===== src/rtl/datamover_pkg.sv =====
// rtl/datamover_pkg.sv - DataMover command/status field layout and command packing helper
package datamover_pkg;

  localparam int DM_CMD_W    = 72;
  localparam int DM_BTT_LSB  = 0;
  localparam int DM_BTT_W    = 23;
  localparam int DM_TYPE_BIT = 23;
  localparam int DM_ADDR_LSB = 32;
  localparam int DM_ADDR_W   = 32;
  localparam int DM_TAG_LSB  = 64;
  localparam int DM_TAG_W    = 4;

  localparam logic DM_TYPE_INCR = 1'b1;

  localparam int DM_STS_TAG_LSB = 0;
  localparam int DM_STS_INTERR  = 4;
  localparam int DM_STS_DECERR  = 5;
  localparam int DM_STS_SLVERR  = 6;
  localparam int DM_STS_OKAY    = 7;

  typedef enum logic {
    ST_IDLE  = 1'b0,
    ST_ISSUE = 1'b1
  } arb_state_e;

  function automatic logic [DM_CMD_W-1:0] dm_pack_cmd(
    input logic [DM_TAG_W-1:0]  tag,
    input logic [DM_ADDR_W-1:0] addr,
    input logic [DM_BTT_W-1:0]  btt
  );
    logic [DM_CMD_W-1:0] cmd;
    cmd                             = '0;
    cmd[DM_TAG_LSB +: DM_TAG_W]     = tag;
    cmd[DM_ADDR_LSB +: DM_ADDR_W]   = addr;
    cmd[DM_TYPE_BIT]                = DM_TYPE_INCR;
    cmd[DM_BTT_LSB +: DM_BTT_W]     = btt;
    return cmd;
  endfunction

endpackage


===== src/rtl/dm_id_fifo.sv =====
// rtl/dm_id_fifo.sv - in-order FIFO of requester ids awaiting DataMover status
module dm_id_fifo #(
  parameter int W     = 2,
  parameter int DEPTH = 8
) (
  input  logic                     clk,
  input  logic                     rst_n,
  input  logic                     push,
  input  logic [W-1:0]             push_data,
  input  logic                     pop,
  output logic [W-1:0]             pop_data,
  output logic                     full,
  output logic                     empty,
  output logic [$clog2(DEPTH):0]   count
);

  localparam int PTR_W = $clog2(DEPTH);
  localparam int CNT_W = PTR_W + 1;

  logic [W-1:0]     mem_q [DEPTH];
  logic [W-1:0]     mem_d [DEPTH];
  logic [PTR_W-1:0] wr_q, wr_d;
  logic [PTR_W-1:0] rd_q, rd_d;
  logic [CNT_W-1:0] cnt_q, cnt_d;
  logic             do_push;
  logic             do_pop;

  assign full     = (cnt_q == CNT_W'(DEPTH));
  assign empty    = (cnt_q == '0);
  assign count    = cnt_q;
  assign pop_data = mem_q[rd_q];

  // Pointers wrap naturally because DEPTH is a power of two
  always_comb begin
    mem_d   = mem_q;
    wr_d    = wr_q;
    rd_d    = rd_q;
    cnt_d   = cnt_q;
    do_push = push & ~full;
    do_pop  = pop & ~empty;
    if (do_push) begin
      mem_d[wr_q] = push_data;
      wr_d        = wr_q + 1'b1;
    end
    if (do_pop) begin
      rd_d = rd_q + 1'b1;
    end
    case ({do_push, do_pop})
      2'b10:   cnt_d = cnt_q + 1'b1;
      2'b01:   cnt_d = cnt_q - 1'b1;
      default: cnt_d = cnt_q;
    endcase
  end

  always_ff @(posedge clk or negedge rst_n) begin
    if (!rst_n) begin
      mem_q <= '{default: '0};
      wr_q  <= '0;
      rd_q  <= '0;
      cnt_q <= '0;
    end else begin
      mem_q <= mem_d;
      wr_q  <= wr_d;
      rd_q  <= rd_d;
      cnt_q <= cnt_d;
    end
  end

endmodule


===== src/rtl/datamover_cmd_arbiter.sv =====
// rtl/datamover_cmd_arbiter.sv - round-robin sharing of one DataMover cmd/sts channel pair
module datamover_cmd_arbiter
  import datamover_pkg::*;
#(
  parameter int N_REQ     = 4,
  parameter int OUT_DEPTH = 8
) (
  input  logic                         clk,
  input  logic                         aresetn,
  input  logic [N_REQ-1:0]             req_valid,
  output logic [N_REQ-1:0]             req_ready,
  input  logic [N_REQ*32-1:0]          req_addr,
  input  logic [N_REQ*23-1:0]          req_btt,
  output logic [N_REQ-1:0]             cpl_valid,
  output logic [7:0]                   cpl_status,
  output logic [71:0]                  cmd_tdata,
  output logic                         cmd_tvalid,
  input  logic                         cmd_tready,
  input  logic [7:0]                   sts_tdata,
  input  logic                         sts_tvalid,
  output logic                         sts_tready,
  output logic [$clog2(OUT_DEPTH):0]   outstanding,
  output logic                         tag_error
);

  localparam int ID_W = (N_REQ > 1) ? $clog2(N_REQ) : 1;

  arb_state_e        state_q, state_d;
  logic [ID_W-1:0]   rr_q, rr_d;
  logic [ID_W-1:0]   gnt_q, gnt_d;
  logic [71:0]       cmd_q, cmd_d;
  logic              armed_q, armed_d;
  logic [N_REQ-1:0]  cpl_valid_q, cpl_valid_d;
  logic [7:0]        cpl_status_q, cpl_status_d;
  logic              tag_error_q, tag_error_d;

  logic              gnt_found;
  logic [ID_W-1:0]   gnt_idx;
  logic [ID_W-1:0]   cand;
  int                idx;
  logic              fifo_push;
  logic              fifo_pop;
  logic              fifo_full;
  logic              fifo_empty;
  logic [ID_W-1:0]   fifo_head;

  assign cmd_tvalid = (state_q == ST_ISSUE);
  assign cmd_tdata  = cmd_q;
  assign cpl_valid  = cpl_valid_q;
  assign cpl_status = cpl_status_q;
  assign tag_error  = tag_error_q;
  assign sts_tready = 1'b1;

  // Search starts one past the last winner so every requester gets a turn
  always_comb begin
    gnt_found = 1'b0;
    gnt_idx   = '0;
    idx       = 0;
    cand      = '0;
    for (int k = 1; k <= N_REQ; k++) begin
      idx = int'(rr_q) + k;
      if (idx >= N_REQ) idx = idx - N_REQ;
      cand = ID_W'(idx);
      if (!gnt_found && req_valid[cand]) begin
        gnt_found = 1'b1;
        gnt_idx   = cand;
      end
    end
  end

  always_comb begin
    state_d   = state_q;
    rr_d      = rr_q;
    gnt_d     = gnt_q;
    cmd_d     = cmd_q;
    armed_d   = 1'b1;
    req_ready = '0;
    fifo_push = 1'b0;
    case (state_q)
      ST_IDLE: begin
        if (armed_q && gnt_found && !fifo_full) begin
          req_ready[gnt_idx] = 1'b1;
          cmd_d   = dm_pack_cmd(DM_TAG_W'(gnt_idx),
                                req_addr[32*gnt_idx +: 32],
                                req_btt[23*gnt_idx +: 23]);
          rr_d    = gnt_idx;
          gnt_d   = gnt_idx;
          state_d = ST_ISSUE;
        end
      end
      ST_ISSUE: begin
        if (cmd_tready) begin
          fifo_push = 1'b1;
          state_d   = ST_IDLE;
        end
      end
      default: state_d = ST_IDLE;
    endcase
  end

  // Completions are routed in issue order; a tag mismatch is flagged but not re-routed
  always_comb begin
    cpl_valid_d  = '0;
    cpl_status_d = cpl_status_q;
    tag_error_d  = tag_error_q;
    fifo_pop     = 1'b0;
    if (sts_tvalid) begin
      if (!fifo_empty) begin
        fifo_pop               = 1'b1;
        cpl_valid_d[fifo_head] = 1'b1;
        cpl_status_d           = sts_tdata;
        if (sts_tdata[DM_STS_TAG_LSB +: DM_TAG_W] != DM_TAG_W'(fifo_head)) begin
          tag_error_d = 1'b1;
        end
      end else begin
        tag_error_d = 1'b1;
      end
    end
  end

  always_ff @(posedge clk or negedge aresetn) begin
    if (!aresetn) begin
      state_q      <= ST_IDLE;
      rr_q         <= ID_W'(N_REQ - 1);
      gnt_q        <= '0;
      cmd_q        <= '0;
      armed_q      <= 1'b0;
      cpl_valid_q  <= '0;
      cpl_status_q <= '0;
      tag_error_q  <= 1'b0;
    end else begin
      state_q      <= state_d;
      rr_q         <= rr_d;
      gnt_q        <= gnt_d;
      cmd_q        <= cmd_d;
      armed_q      <= armed_d;
      cpl_valid_q  <= cpl_valid_d;
      cpl_status_q <= cpl_status_d;
      tag_error_q  <= tag_error_d;
    end
  end

  dm_id_fifo #(
    .W     (ID_W),
    .DEPTH (OUT_DEPTH)
  ) u_id_fifo (
    .clk       (clk),
    .rst_n     (aresetn),
    .push      (fifo_push),
    .push_data (gnt_q),
    .pop       (fifo_pop),
    .pop_data  (fifo_head),
    .full      (fifo_full),
    .empty     (fifo_empty),
    .count     (outstanding)
  );

endmodule


===== config.mk =====
export PLATFORM = sky130hd
export DESIGN_NAME = datamover_cmd_arbiter
export DESIGN_NICKNAME = d
export VERILOG_FILES = /design/src/rtl/datamover_pkg.sv /design/src/rtl/dm_id_fifo.sv /design/src/rtl/datamover_cmd_arbiter.sv
export SDC_FILE = /design/constraint.sdc
export NUM_CORES = 1
export LEC_CHECK = 0
export ABC_AREA = 0
export BUFFER_PORTS_ARGS = -buffer_cell sky130_fd_sc_hd__buf_2
export CAP_MARGIN = 20
export CORE_AREA = 2 2 128 130
export CTS_BUF_LIST = sky130_fd_sc_hd__clkbuf_4 sky130_fd_sc_hd__clkbuf_8
export DETAILED_ROUTE_END_ITERATION = 16
export DIE_AREA = 0 0 130 132
export PLACE_DENSITY = 0.73
export SYNTH_ARGS = -nofsm -noshare
export SYNTH_HDL_FRONTEND = slang
export SYNTH_SLANG_ARGS = --single-unit

===== constraint.sdc =====
create_clock -name clk -period 5.15 [get_ports clk]
set_input_delay 1.2875 -clock clk [delete_from_list [all_inputs] [get_ports clk]]
set_output_delay 1.2875 -clock clk [all_outputs]
set_load 0.01 [all_outputs]

## Word level (Yosys, flattened, before mapping)

Index checks and enable logic that the tools add are counted.

- Latch bits: 0
- Register bits: 103
- ROM bits: 0
- Word-level logic and storage cells: 122
- Output and inout port bits: 95
- Memory bits (writable): 0
- Memories: 0
- Bits of input ports: 236

- Multipliers: 1
- Order comparisons: 15
- Reduce and logical (&&, ||, !) cells: 18
- Add/subtract/negate cells: 12
- Bitwise operators: 7
- Muxes and demuxes: 44
- Eq/ne operators: 4
- Divide/modulo/power cells: 0
- Shift operators: 2

Operators by type and width:

| cell | number |
|---|---|
| $shiftx 128x8->32 | 1 |
| $shiftx 92x8->23 | 1 |
| $mux 2 | 11 |
| $lt 2x3->1 const B | 6 |
| $mux 1 | 18 |
| $bwmux 16 | 1 |
| $mux 4 | 4 |
| $ge 3x3->1 const B | 3 |
| $bmux 1 s2 | 4 |
| $ge 4x4->1 const B | 2 |
| $logic_and 1x1->1 | 8 |
| $not 3->4 | 2 |
| $pmux 4 s2 | 1 |
| $sub 2x1->2 const B | 4 |
| $mul 5x2->7 const A | 1 |
| $add 2x2->3 const B | 2 |
| $add 3x1->3 const B | 2 |
| $bmux 2 s3 | 1 |
| $demux 2 s3 | 1 |
| $reduce_and 2->1 | 3 |
| $add 2x3->4 const B | 1 |
| $add 4x1->4 const B | 1 |
| $demux 1 s2 | 2 |
| $eq 4x4->1 const B | 1 |
| 14 further kinds | 22 |

## Logic depth before layout (Yosys ltp)

- Depth in word-level cells: 21
- Depth in mapped cells: 12
- Gate-level depth less buffers: 10

## By module

A second synthesis with hierarchy kept.

- Cell total of the unflattened synthesis: 634
- Area total of the unflattened synthesis: 6264.8 µm²

Modules (own cells, without submodules):

| module | area an instance (µm²) | cells an instance | seq. area each (µm²) | times used |
|---|---|---|---|---|
| datamover_cmd_arbiter | 4865.9 | 528 | 1879.3 | 1 |
| dm_id_fifo | 1398.8 | 106 | 650.6 | 1 |

## Least setup slack after synthesis

No wires, ideal clock.

- Path type: in2out
- Start: input req_valid[2]
- End: output req_ready[0]
- Arrival time: 2.499 ns
- Stages: 6
- Slack: 1.363 ns
- Required time: 3.863 ns
- Cell sequence: or2_1 > nor3_1 > or4b_1 > clkbuf_1 > a211o_1 > nor2_1

- Longest elaborated chain between the ends: 18

Ends and longest elaborated chain:

| element | line | text |
|---|---|---|
| start, declared | datamover_cmd_arbiter.sv:10 | `input logic [N_REQ-1:0] req_valid,` |
| $bmux 1 s2 | datamover_cmd_arbiter.sv:64 | `if (!gnt_found && req_valid[cand]) begin` |
| $mux 1 (implied by the code) | datamover_cmd_arbiter.sv:64 |  |
| $mux 1 | datamover_cmd_arbiter.sv:64 |  |
| $logic_not 1->1 | datamover_cmd_arbiter.sv:64 |  |
| $logic_and 1x1->1 | datamover_cmd_arbiter.sv:64 |  |
| $mux 1 | datamover_cmd_arbiter.sv:64 |  |
| $logic_not 1->1 | datamover_cmd_arbiter.sv:64 |  |
| $logic_and 1x1->1 | datamover_cmd_arbiter.sv:64 |  |
| [2 not listed] | -- |  |
| $logic_and 1x1->1 | datamover_cmd_arbiter.sv:64 |  |
| $mux 2 | datamover_cmd_arbiter.sv:64 |  |
| $lt 2x3->1 (implied by the code) or $ge 2x1->1 (tied branches) | datamover_cmd_arbiter.sv:82 | `req_ready[gnt_idx] = 1'b1;` |
| $logic_and 1x1->1 (implied by the code) | datamover_cmd_arbiter.sv:82 |  |
| $mux 1 (implied by the code) | datamover_cmd_arbiter.sv:82 |  |
| $demux 1 s2 | datamover_cmd_arbiter.sv:82 |  |
| $mux 4 (*) | datamover_cmd_arbiter.sv:81 | `if (armed_q && gnt_found && !fifo_full) begin` |
| $mux 4 (*) | datamover_cmd_arbiter.sv:79 | `case (state_q)` |
| end, declared | datamover_cmd_arbiter.sv:11 | `output logic [N_REQ-1:0] req_ready,` |

Mark *: on every way between the ends. The rest lies on a longest branch, timed or not. The select of a mux whose other input is x is not followed.

## Worst setup path in the final report

- Start: input req_valid[2]
- End: output req_ready[2]

Same word-level chain as after synthesis.

==> flow_metrics.py <==
metrics = {
    "worst_setup_path": {
        "required_ns": 3.86,
        "r2r_setup_slack_ns": 2.13,
        "cp.arrival_ns": 2.89,
        "cp_slowest_cell": "or4b_2",
        "r2r_end": "u_id_fifo.count[2]",
        "crit_type": "input port to primary output",
        "path_common_cell": "buf_2",
        "r2r_start": "u_id_fifo.count[1]",
        "path_cells": "buf_2 -> or2_1 -> nor3_1 -> or4b_2 -> a211o_1 -> nor2_1 -> buf_2",
        "endpoint_kind": "primary output",
        "reg2reg_depth": 10,
        "critPathMaxStageDelay_ns": 0.63,
        "worstSetupStartpointType": "input port",
        "crit_fanout": 5,
    },
    "detailed_routing": {
        "postRouteWirelength_um": 16180,
        "firstDrtPassIters": 4,
        "drc_errors": 0,
        "routed_via_density": 4.940,
        "ant_nets": 0,
        "vias": 5118,
        "wl_per_cell_um": 15.61,
        "drt_iter0_markers": 200,
    },
    "cts": {
        "postCtsResizedCells": 0,
        "clockRootBuffer": "clkbuf_8",
        "cts_tree": "built",
        "clock_tree.buffer_depth": 2,
        "path_clk_slew_ns": 0.09,
        "cts_setup_buffers": 0,
        "ctsHtreeMaxLevel": 3,
        "worst_skew_pair.late_latency_ns": 0.38,
        "cts_buffers": 9,
        "cts_sinks": 101,
        "postCtsHoldBufs": 0,
    },
    "timing": {
        "slew_headroom": 0.4181,
        "rsz0062_at_grt": "no",
        "tightest_slew_ns": 0.8729,
        "period_needed_ns": 4.173,
        "fin_tns_setup_ns": 0,
        "setup_viol": 0,
        "slew_viol_final": 0,
        "hold_viol": 0,
        "worst_slack_ns": 0.9775,
        "holdWs_ns": 0.4772,
        "fmax_mhz": 239.7,
        "skew_ns": 0.01552,
        "period_share": 0.8102,
    },
    "layout": {
        "seqCellArea_mm2": 0.002530,
        "final_nets": 1056,
        "syn2layout_area_growth_pct": 32.80,
        "multiInputGateArea_mm2": 0.002838,
        "filler_cell_count": 1474,
        "drive_gt1_frac": 0.4427,
        "diodes": 0,
    },
    "floorplan": {
        "row_count": 46,
        "die_y_um": 132,
        "dieArea_mm2": 0.01716,
        "start_util": 0.3607,
        "die_w_um": 130,
        "io_pins": 331,
        "fp.coreArea_mm2": 0.01571,
    },
    "worst_hold_path": {
        "holdPathStages": 1,
        "min_from": "cmd_tdata[23]",
        "holdPathEnd": "cmd_tdata[23]",
        "hold_path_class": "flip-flop to flip-flop",
    },
    "global_routing": {
        "grt_use_total": 0.1854,
        "antenna_found_initial": 0,
        "grt_max_degree": 66,
        "grt_pass1_wl_um": 24870,
        "grt_overflow": 0,
        "grt_pass1_vias": 5058,
    },
    "job": {
        "cap_violations": 0,
    },
    "placement": {
        "dp_hpwl_um": 12200,
        "routabilityCongestion": 0.8095,
        "dp_slack_ns": 0.9559,
        "io_buffer_count": 315,
    },
    "synth": {
        "synth-seq-cells": 101,
        "synth-edff-count": 0,
        "yosys_warnings": 0,
        "yosysMostFrequentCell": "mux2i_1",
        "synth_common_cells": "mux2i_1 (112), dfrtp_1 (99), nand2_1 (95)",
        "async_flop_share": 1.000,
        "yosysSeqAreaShare": 0.4464,
        "netlist_top_cells_area": "dfrtp_1 (44%), mux2i_1 (20%), o221ai_1 (8.7%)",
        "synth_ff_type": "dfrtp_1",
        "synthCells": 519,
        "synth_cell_types": 39,
        "syn_area_per_cell_um2": 10.92,
        "synth_top_area_share": 0.4371,
        "synth_area_mm2": 0.005668,
        "yosysTopAreaCell": "dfrtp_1",
    },
    "pwr": {
        "cellPowerDensity_mw_per_mm2": 504.1,
        "power_leakage_uw": 0.004030,
        "ir_drop_mv": 0.2293,
        "power.total_uw": 3794,
    },
    "status": {
        "status": "completed",
    },
}
cells by family after synthesis:
family	Yosys count	share of synthesized area
flops	101	0.4464
other cells	2	0.001325
fa+ha+maj	5	0.01104
compound gates	68	0.1011
mux	134	0.2495
buf+inv	57	0.06402
simple gates	142	0.1113
xor+xnor	10	0.01545
final cells by class:
cell class	instances	area share
Timing Repair Buffer	323	0.2211
Multi-Input combinational cell	375	0.3770
Tap cell	216	0.03590
Clock inverter	7	0.01097
Sequential cell	101	0.3361
Inverter	5	0.002493
Clock buffer	9	0.01646
layout by cell type (no fill, tap or decap), drive strengths merged, types with 3 or more instances in the layout:
master    n
buf     323
mux2i   112
dfrtp    99
nand2    95
o221ai   56
nor2     18
mux2     18
conb     16
clkbuf    9
inv       7
nand2b    6
xor2      6
ha        5
nor3      4
mux4      4
xnor2     4
or3       4
nor2b     3
o21a      3
a21oi     3
layer usage:
layer | vias up | track usage | routed length [um]
met3 | 24 | 0.02638 | 937
met2 | 219 | 0.3275 | 8087
met1 | 2420 | 0.2222 | 6791
li1 | 2455 | - | -
met5 | - | 0 | 0
met4 | 0 | 0.08005 | 362
metrics by stage:
step,instance area [um2],util,cells
after floorplan,5720,-,533
after global placement,7321,0.4659,1020
after detailed placement,7321,0.4659,1020
after CTS,7527,0.4791,1036
after global routing,7527,0.4791,1036
final,7527,0.4791,1036
worst max-delay path: cells and delay by family:
| kind | cells | cell delay, ns |
|---|---|---|
| simple gates | 4 | 0.97 |
| compound gates | 1 | 0.34 |
| buf+inv | 2 | 0.29 |
registers in the layout, summed over array words and instances (netlist names):
| name | flops |
|---|---|
| armed_q | 1 |
| cmd_tdata | 56 |
| cmd_tvalid | 1 |
| cpl_status | 8 |
| cpl_valid | 4 |
| gnt_q | 2 |
| rr_q | 2 |
| tag_error | 1 |
| u_id_fifo.count | 4 |
| u_id_fifo.mem_q | 16 |
| u_id_fifo.rd_q | 3 |
| u_id_fifo.wr_q | 3 |
how the worst max path moves through the flow:
stage / endpoint / startpoint
6_report: req_ready[2] / req_valid[2]
5_1_grt: req_ready[2] / req_valid[2]
4_1_cts: req_ready[2] / req_valid[2]
3_5_place_dp: req_ready[2] / req_valid[2]
3_3_place_gp: req_ready[2] / req_valid[2]
2_1_floorplan: req_ready[0] / req_valid[2]
report_power, final:
group	internal [uW]	switching (uW)	leakage, uW
Combinational	882	976	0.00269
Sequential	1150	260	0.00124
Clock	231	299	0.0000980
Total	2260	1530	0.00403
(Power assumes the default switching activity.)
